--- src/rtl/rob_commit_ctrl.sv ---
// rob_commit_ctrl: in-order retirement sequencer for the reorder buffer.
//
// Each round it scans the oldest ROB entries starting at the retire pointer.
// It plans up to MAX_RETIRE consecutive finished entries, then drives them
// onto a multi-port register-file write interface. It advances the retire
// pointer once the register file accepts the group.
//
// Ports:
//   clk, rst      clock, synchronous active-high reset
//   rob_finished  finished bit per ROB entry
//   rob_values    result per entry, entry i at [i*DATA_W +: DATA_W]
//   rob_targets   destination register per entry, entry i at [i*REG_W +: REG_W]
//   rob_count     number of allocated, unretired entries (0..ENTRIES)
//   flush_valid   discard the plan and reload the retire pointer from flush_ptr
//   flush_ptr     retire pointer value loaded on flush
//   rf_ready      register file accepts the presented write group this cycle
//   rf_we         per-port write enable (port 0 = oldest entry)
//   rf_waddr      per-port destination register
//   rf_wdata      per-port write data
//   retire_valid  group committed this cycle
//   retire_count  entries committed this cycle
//   retire_ptr    oldest unretired entry (ROB tail)
module rob_commit_ctrl #(
  parameter int ENTRIES    = 16,
  parameter int IDX_W      = 4,
  parameter int DATA_W     = 16,
  parameter int REG_W      = 4,
  parameter int MAX_RETIRE = 3
) (
  input  logic                         clk,
  input  logic                         rst,
  input  logic [ENTRIES-1:0]           rob_finished,
  input  logic [ENTRIES*DATA_W-1:0]    rob_values,
  input  logic [ENTRIES*REG_W-1:0]     rob_targets,
  input  logic [IDX_W:0]               rob_count,
  input  logic                         flush_valid,
  input  logic [IDX_W-1:0]             flush_ptr,
  input  logic                         rf_ready,
  output logic [MAX_RETIRE-1:0]        rf_we,
  output logic [MAX_RETIRE*REG_W-1:0]  rf_waddr,
  output logic [MAX_RETIRE*DATA_W-1:0] rf_wdata,
  output logic                         retire_valid,
  output logic [2:0]                   retire_count,
  output logic [IDX_W-1:0]             retire_ptr
);

  typedef enum logic {SCAN = 1'b0, COMMIT = 1'b1} state_t;

  state_t                       state_r;
  state_t                       state_next_s;
  logic [IDX_W-1:0]             ptr_r;

  // Registered plan for the group currently being committed.
  logic [2:0]                   n_r;
  logic [MAX_RETIRE-1:0]        we_r;
  logic [MAX_RETIRE*REG_W-1:0]  waddr_r;
  logic [MAX_RETIRE*DATA_W-1:0] wdata_r;

  // Combinational scan results.
  logic [IDX_W-1:0]             scan_idx_s [MAX_RETIRE];
  logic [2:0]                   scan_n_s;
  logic                         scan_run_s;
  logic [MAX_RETIRE-1:0]        scan_base_we_s;
  logic [MAX_RETIRE-1:0]        scan_we_s;
  logic [MAX_RETIRE*REG_W-1:0]  scan_waddr_s;
  logic [MAX_RETIRE*DATA_W-1:0] scan_wdata_s;
  logic                         commit_fire_s;

  // Length of the finished run at the retire pointer, clamped by rob_count.
  always_comb begin
    scan_run_s = 1'b1;
    scan_n_s   = 3'd0;
    for (int k = 0; k < MAX_RETIRE; k++) begin
      // The IDX_W-bit add wraps naturally modulo ENTRIES.
      scan_idx_s[k] = ptr_r + IDX_W'(k);
      scan_run_s    = scan_run_s & rob_finished[scan_idx_s[k]];
      if (scan_run_s && ((IDX_W+1)'(k) < rob_count)) begin
        scan_n_s = 3'(k + 1);
      end else begin
        scan_n_s = scan_n_s;
      end
    end
  end

  // Gather the targets and data of the planned entries and mask older writes
  // that a younger entry in the same group overwrites.
  always_comb begin
    scan_waddr_s   = '0;
    scan_wdata_s   = '0;
    scan_base_we_s = '0;
    for (int k = 0; k < MAX_RETIRE; k++) begin
      if (3'(k) < scan_n_s) begin
        scan_base_we_s[k]               = 1'b1;
        scan_waddr_s[k*REG_W +: REG_W]   = rob_targets[scan_idx_s[k]*REG_W +: REG_W];
        scan_wdata_s[k*DATA_W +: DATA_W] = rob_values[scan_idx_s[k]*DATA_W +: DATA_W];
      end else begin
        scan_base_we_s[k] = 1'b0;
      end
    end
    scan_we_s = scan_base_we_s;
    for (int j = 0; j < MAX_RETIRE; j++) begin
      for (int k = j + 1; k < MAX_RETIRE; k++) begin
        if (scan_base_we_s[j] && scan_base_we_s[k] &&
            (scan_waddr_s[j*REG_W +: REG_W] == scan_waddr_s[k*REG_W +: REG_W])) begin
          scan_we_s[j] = 1'b0;
        end else begin
          scan_we_s[j] = scan_we_s[j];
        end
      end
    end
  end

  // State and retire pointer register.
  always_ff @(posedge clk) begin
    if (rst) begin
      state_r <= SCAN;
      ptr_r   <= '0;
    end else if (flush_valid) begin
      state_r <= SCAN;
      ptr_r   <= flush_ptr;
    end else begin
      state_r <= state_next_s;
      if (state_r == COMMIT && rf_ready) begin
        ptr_r <= ptr_r + IDX_W'(n_r);
      end else begin
        ptr_r <= ptr_r;
      end
    end
  end

  // Next-state logic.
  always_comb begin
    state_next_s = state_r;
    case (state_r)
      SCAN: begin
        if (scan_n_s != 3'd0) begin
          state_next_s = COMMIT;
        end else begin
          state_next_s = SCAN;
        end
      end
      COMMIT: begin
        if (rf_ready) begin
          state_next_s = SCAN;
        end else begin
          state_next_s = COMMIT;
        end
      end
      default: state_next_s = SCAN;
    endcase
  end

  // Plan registers: loaded in SCAN, held through stalls, cleared once the
  // group retires or is discarded so idle cycles present no write.
  always_ff @(posedge clk) begin
    if (rst || flush_valid) begin
      n_r     <= 3'd0;
      we_r    <= '0;
      waddr_r <= '0;
      wdata_r <= '0;
    end else if (state_r == SCAN && scan_n_s != 3'd0) begin
      n_r     <= scan_n_s;
      we_r    <= scan_we_s;
      waddr_r <= scan_waddr_s;
      wdata_r <= scan_wdata_s;
    end else if (state_r == COMMIT && rf_ready) begin
      n_r     <= 3'd0;
      we_r    <= '0;
      waddr_r <= '0;
      wdata_r <= '0;
    end else begin
      n_r     <= n_r;
      we_r    <= we_r;
      waddr_r <= waddr_r;
      wdata_r <= wdata_r;
    end
  end

  // Outputs: handshake report and write-enable suppression during a flush
  // or reset cycle.
  always_comb begin
    commit_fire_s = (state_r == COMMIT) && rf_ready && !flush_valid && !rst;
    retire_valid  = commit_fire_s;
    if (commit_fire_s) begin
      retire_count = n_r;
    end else begin
      retire_count = 3'd0;
    end
    if (flush_valid || rst) begin
      rf_we = '0;
    end else begin
      rf_we = we_r;
    end
  end

  assign rf_waddr   = waddr_r;
  assign rf_wdata   = wdata_r;
  assign retire_ptr = ptr_r;

endmodule

--- config.mk ---
export PLATFORM = sky130hd
export DESIGN_NAME = rob_commit_ctrl
export DESIGN_NICKNAME = d
export VERILOG_FILES = /design/src/rtl/rob_commit_ctrl.sv
export SDC_FILE = /design/constraint.sdc
export NUM_CORES = 1
export LEC_CHECK = 0
export CORE_AREA = 3 3 162 164
export CTS_CLUSTER_SIZE = 12
export DETAILED_ROUTE_END_ITERATION = 6
export DIE_AREA = 0 0 165 167
export PLACE_DENSITY = 0.77
export SYNTH_ARGS = -nofsm -noshare
export SYNTH_HDL_FRONTEND = slang
export SYNTH_SLANG_ARGS = --single-unit
--- constraint.sdc ---
create_clock -name clk -period 5.4 [get_ports clk]
set_input_delay 0.54 -clock clk [delete_from_list [all_inputs] [get_ports clk]]
set_output_delay 0.54 -clock clk [all_outputs]
set_load 0.01 [all_outputs]
### After elaboration in Yosys (flattened, before gate mapping)

Cells that the tools add are included.

* magnitude comparators: 9
* reductions and logical operators: 20
* shift-type cells: 6
* mux-type cells: 35
* $add $sub $neg: 3
* bitwise logic cells: 3
* equality and inequality tests: 3

Operators with widths (count)
* variable part select 256 x 9 -> 16 bit: 3
* variable part select 64 x 7 -> 4 bit: 3
* two-way mux 48 bit: 2
* two-way mux 16 bit: 3
* two-way mux 12 bit: 2
* two-way mux 4 bit: 5
* less-than comparator 4 x 5 -> 1 bit (second input constant): 3
* two-way mux 3 bit: 5
* logical AND 1 bit: 13
* binary-select mux 1 bit (select 4 bit): 3
* == test 4 bit: 3
* two-way mux 1 bit: 12
* less-than comparator 1 x 5 -> 1 bit (first input constant): 2
* less-than comparator 1 x 3 -> 1 bit (first input constant): 2
* less-than comparator 2 x 5 -> 1 bit (first input constant): 1
* adder 4 x 1 -> 4 bit (second input constant): 1
* adder 4 x 2 -> 4 bit (second input constant): 1
* adder 4 x 3 -> 4 bit: 1
* two-way mux 2 bit: 2
* nonzero test 2 bit: 2
* less-than comparator 2 x 3 -> 1 bit (first input constant): 1
* nonzero test 3 bit: 1
* bitwise AND 1 bit: 2
* zero test 1 bit: 2
* 4 further kinds: 4

* register bits: 71
* logic and storage cells: 85
* input port bits: 349

### Longest topological paths before layout

* depth in word-level cells: 14
* gate-level depth with buffers: 12

### Worst setup path after synthesis

OpenSTA, ideal clock, no wires.

* path kind: flip-flop to flip-flop
* from: register ptr_r[1], in the netlist retire_ptr[1]
* to: register we_r[1]
* period minus slack after synthesis: 2.936 ns
* path slack: 2.464 ns
* arrival: 2.819 ns
* cell stages (with the launch flop): 10
* library setup time: 0.117 ns
* cell sequence: dfxtp_1 -> ha_1 -> buf_2 -> buf_2 -> mux4_2 -> mux4_2 -> xor2_1 -> nor3b_1 -> o2111ai_1 -> a22o_1

* longest elaborated chain between the ends: 13

RTL lines
* start: declaration: RTL line 51 `logic [IDX_W-1:0] ptr_r;`
* start signal: assignment: RTL line 120 `ptr_r <= flush_ptr;`
* start signal: assignment: RTL line 124 `ptr_r <= ptr_r + IDX_W'(n_r);`
* start signal: assignment: RTL line 126 `ptr_r <= ptr_r;`
* adder 4 x 1 -> 4 bit: RTL line 75 `scan_idx_s[k] = ptr_r + IDX_W'(k);`
* binary-select mux 1 bit (select 4 bit): RTL line 76 `scan_run_s = scan_run_s & rob_finished[scan_idx_s[k]];`
* two-way mux 1 bit (implied by the code): RTL line 76
* bitwise AND 1 bit: RTL line 76
* logical AND 1 bit / bitwise AND 1 bit (equally long branches): RTL line 77, 76
* two-way mux 2 bit / logical AND 1 bit (equally long branches): RTL line 77 `if (scan_run_s && ((IDX_W+1)'(k) < rob_count)) begin`
* two-way mux 2 bit: RTL line 77
* less-than comparator 1 x 3 -> 1 bit / less-than comparator 2 x 3 -> 1 bit (equally long branches): RTL line 92 `if (3'(k) < scan_n_s) begin`
* two-way mux 4 bit / two-way mux 1 bit (equally long branches): RTL line 92
* == test 4 bit / logical AND 1 bit (equally long branches): RTL line 104, 103
* logical AND 1 bit: RTL line 103 `if (scan_base_we_s[j] && scan_base_we_s[k] &&`
* two-way mux 1 bit: RTL line 103
* two-way mux 3 bit: RTL line 161 `end else if (state_r == SCAN && scan_n_s != 3'd0) begin`
* end signal: assignment: RTL line 163 `we_r <= scan_we_s;`
* end signal: assignment: RTL line 173 `we_r <= we_r;`
* end: declaration: RTL line 55 `logic [MAX_RETIRE-1:0] we_r;`

Parallel ways exist; a longest one is shown, timed or not. The select of a mux whose other input is x is not followed.
A chain may end at the register's enable or synchronous reset.

### Final worst setup path

* from: register ptr_r[2], in the netlist retire_ptr[2]
* to: register we_r[1]

The elaborated chain is that of the path after synthesis.

==> key figures <==
Setup path
  • Critical path class: reg2reg
  • Worst setup SP type: register
  • Critical Path RT: 5620 ps
  • Worst-path maximum fanout: 21
  • Reg-to-reg setup timing slack: approximately 1500 ps
  • Cells along the critical path: ha_4, nand3b_1, nand2_2, buf_4, mux4_2, xor2_1, nor3b_1, o2111ai_1, a22o_1
  • CP endpoint kind: register
  • CP arrival: 4100 ps
  • Critical path's slowest cell: dfxtp_2
  • CP max stage delay: 770 ps

Yosys
  • Dominant cells by area after synthesis: mux4_2 61%, dfxtp_1 13%, mux2i_1 3.6%
  • EDFF count, synth: 0
  • Post-synth top area share: 61.1%
  • Area leader, netlist: mux4_2
  • Post-Syn Nets: approximately 1,100
  • Post-synthesis register bit count: 70
  • Cell area after synthesis: 10,500 um2
  • Synth warn: 0
  • Ys flop type: dfxtp_1
  • Most common library cells after synthesis: 286 x mux4_2, 70 x dfxtp_1, 58 x nand2_1, 50 x buf_2, 38 x mux2i_1
  • Ys async rst share: 0%
  • Mapped Cells: 765
  • Cell variety after synth: 61
  • Most frequent cell after synthesis: mux4_2
  • Sequential area share after synthesis: 13.3%
  • Synthesized area per cell: around 14 um2

Placed design
  • IO buf count: between 400 and 500
  • Post-DP Area: 14,800 um2
  • Final GP Congestion: 0.892
  • DP Wirelength: 31,900 um

Global routing
  • Pin count of the biggest net entering global routing: 123
  • Number of global-route vias before repair: around 10,000
  • First-pass GRT wire length: 61,100 um
  • Total congestion overflow: 0
  • Global Route Usage Sum: between 20 and 30%
  • Initial antenna violation count: 2

Floorplan
  • Die Wd: 165 um
  • Placement Rows: slightly below 60
  • Die area: 27,600 um2
  • Die height: 167 um
  • Starting Density: 42.1%
  • I/O pin cnt: 420
  • Core area: 25,000 um2

Clock network
  • Worst-path clk slew: 60 ps
  • TritonCTS sink count: 70
  • Post-CTS Hold Buffers: 0
  • CTS tree: done
  • Post-CTS Setup Inserts: 0
  • Clock root cell: clkbuf_16
  • CTS H-Tree Depth: 3
  • CTS max path bufs: 2
  • TritonCTS Buffers: 9
  • Post-CTS Resized: 0
  • Clk Latency, worst-skew pair: 330 ps

Routing
  • Via count of the routed design: 10,100
  • Final WL: 40,600 um
  • # DRC: 0
  • TritonRoute pass-1 iters: 5
  • Detailed Route Iter0 Violations: 1,107
  • Antenna Nets Post-Route: 0
  • DR WL/cell: 28.0 um
  • Vias per inst: between 6 and 7

Timing
  • Fmax: between 0.2 and 0.3 GHz
  • Final hold violation count: 0
  • Final worst path period share: just over 70%
  • Rel. slew slack: 28.0%
  • Tmin final: 3880 ps
  • Max Slew Vio Count: 0
  • Clock Skews: 5.90 ps
  • Setup TNS Final: 0 ps
  • RSZ-0062 raised after global routing: false
  • Setup violations, final: 0
  • Worst Max-Slew Pin Slew: 1080 ps

Power and ir drop
  • Leakage: 4.68 nW
  • NetSw: 0.000832 W
  • Internal Power: 0.00165 W
  • Combinational power share: a little over half
  • Seq pwr share: 23.0%
  • Clock Power Share: 22.4%
  • Cell Pwr Density: 164 nW/um2
  • VDD IR max: 153 uV
  • Switch share: 33.5%

Cells and area
  • Layout Nets: 1,468
  • FILL cells: 1,984
  • Antenna Diode Count: 0
  • Post-route cell area: about 15,000 um2
  • Share of layout cells above drive strength 1: 30.7%
  • Area growth syn-to-layout: 43.4%

Hold path
  • Hold crit path type: reg2reg

Outcome
  • Outcome: completed

Job
  • Max-Cap Viols: 0
## cell usage in the layout, fill, tap and decap left out, drive strengths merged, types with 2 or more instances in the layout
cell type,netlist,routed
and3,6,6
nor4,2,2
a21oi,14,14
xor2,5,5
nand2,59,59
ha,4,4
mux2i,38,38
buf,81,17
a22oi,11,11
xnor2,5,5
or3,2,2
clkbuf,16,11
clkdlybuf4s50,0,418
and2,6,6
mux4,286,286
nor3,5,5
nand3,15,15
nand2b,4,4
mux2,3,3
a211oi,5,5
a31oi,2,2
o21ai,8,8
a22o,19,19
a2111oi,2,2
nor2,24,24
o31ai,4,4
or2,3,3
nor2b,9,9
dfxtp,70,70
o2111ai,2,2
a32o,27,27
a211o,2,2
o22ai,2,2
clkinv,0,4
inv,6,6
## metrics by stage
| step | setup WS [ps] | instances | total power, W | hold slack (ps) | util [%] |
|---|---|---|---|---|---|
| floorplan | 2460 | 765 | 0.00139 | 434 | - |
| global placement | 1540 | 1433 | 0.00191 | 434 | 59.3 |
| detailed placement | 1560 | 1433 | 0.00193 | 446 | 59.3 |
| CTS | 1540 | 1449 | 0.00249 | 458 | 60.4 |
| global route | 1340 | 1449 | 0.00261 | 478 | 60.4 |
| finish | 1520 | 1449 | 0.00248 | 463 | 60.4 |
## kinds of logic after synthesis
kind of cell / Yosys count / share of synthesized area (%)
muxes: 327 / 65.0
and+or+nand+nor: 141 / 6.28
AOI/OAI and AO/OA: 108 / 8.73
buffers and inverters: 103 / 5.11
DFF: 70 / 13.3
xor gates and xnor gates: 10 / 0.902
adders and majority gates: 5 / 0.664
other: 1 / 0.0356
## routing by layer
layer  part of all wire [%]  track usage, %  vias to the layer above
met5                  0.067               0                        -
met4                    5.3            12.8                        4
met3                     10            6.37                      123
met2                     50            48.0                      757
met1                     35            36.6                     5108
li1                       -               -                     4082
## worst paths after layout
check / startpoint / to / cells after the start
worst max-delay path: retire_ptr[2] / we_r[1] / 9
worst min-delay path: rf_waddr[6] / rf_waddr[6] / 2
worst max register to register: retire_ptr[2] / we_r[1] / 9
worst min register to register: rf_waddr[6] / rf_waddr[6] / 2
## critical path, delay by kind of cell, from the launching register on
family	cells	cell delay, ps
AO/OA/AOI/OAI	2	450
flip-flops	1	770
adder cells (fa/ha/maj)	1	270
XOR/XNOR	1	190
buffers and inverters	1	410
AND/OR/NAND/NOR	3	1060
multiplexers	1	600
## flip-flops by register name, indices dropped and copies added, names as in the netlist
signal,cells
rf_wdata,48
rf_waddr,12
retire_ptr,4
we_r,3
n_r,2
state_r,1
## power by group through the flow
stage	combinational (W)	clock [W]	sequential (W)
after floorplan	0.000813	0	0.000574
after global placement	0.00133	0	0.000581
after detailed placement	0.00135	0	0.000582
after CTS	0.00135	0.000570	0.000571
after global routing	0.00144	0.000596	0.000574
final	0.00136	0.000557	0.000571
## final cells by class
| cell class | count | area [um2] | share of cell area, % |
|---|---|---|---|
| multi-input cells | 592 | 8670 | 57.4 |
| clock buffers | 11 | 243 | 1.61 |
| well taps | 330 | 413 | 2.73 |
| repair buffers | 435 | 4320 | 28.6 |
| inverters | 6 | 22.5 | 0.149 |
| clock inverters | 5 | 35.0 | 0.232 |
| flip-flops and latches | 70 | 1410 | 9.33 |
Power figures use the tool's default switching activity.
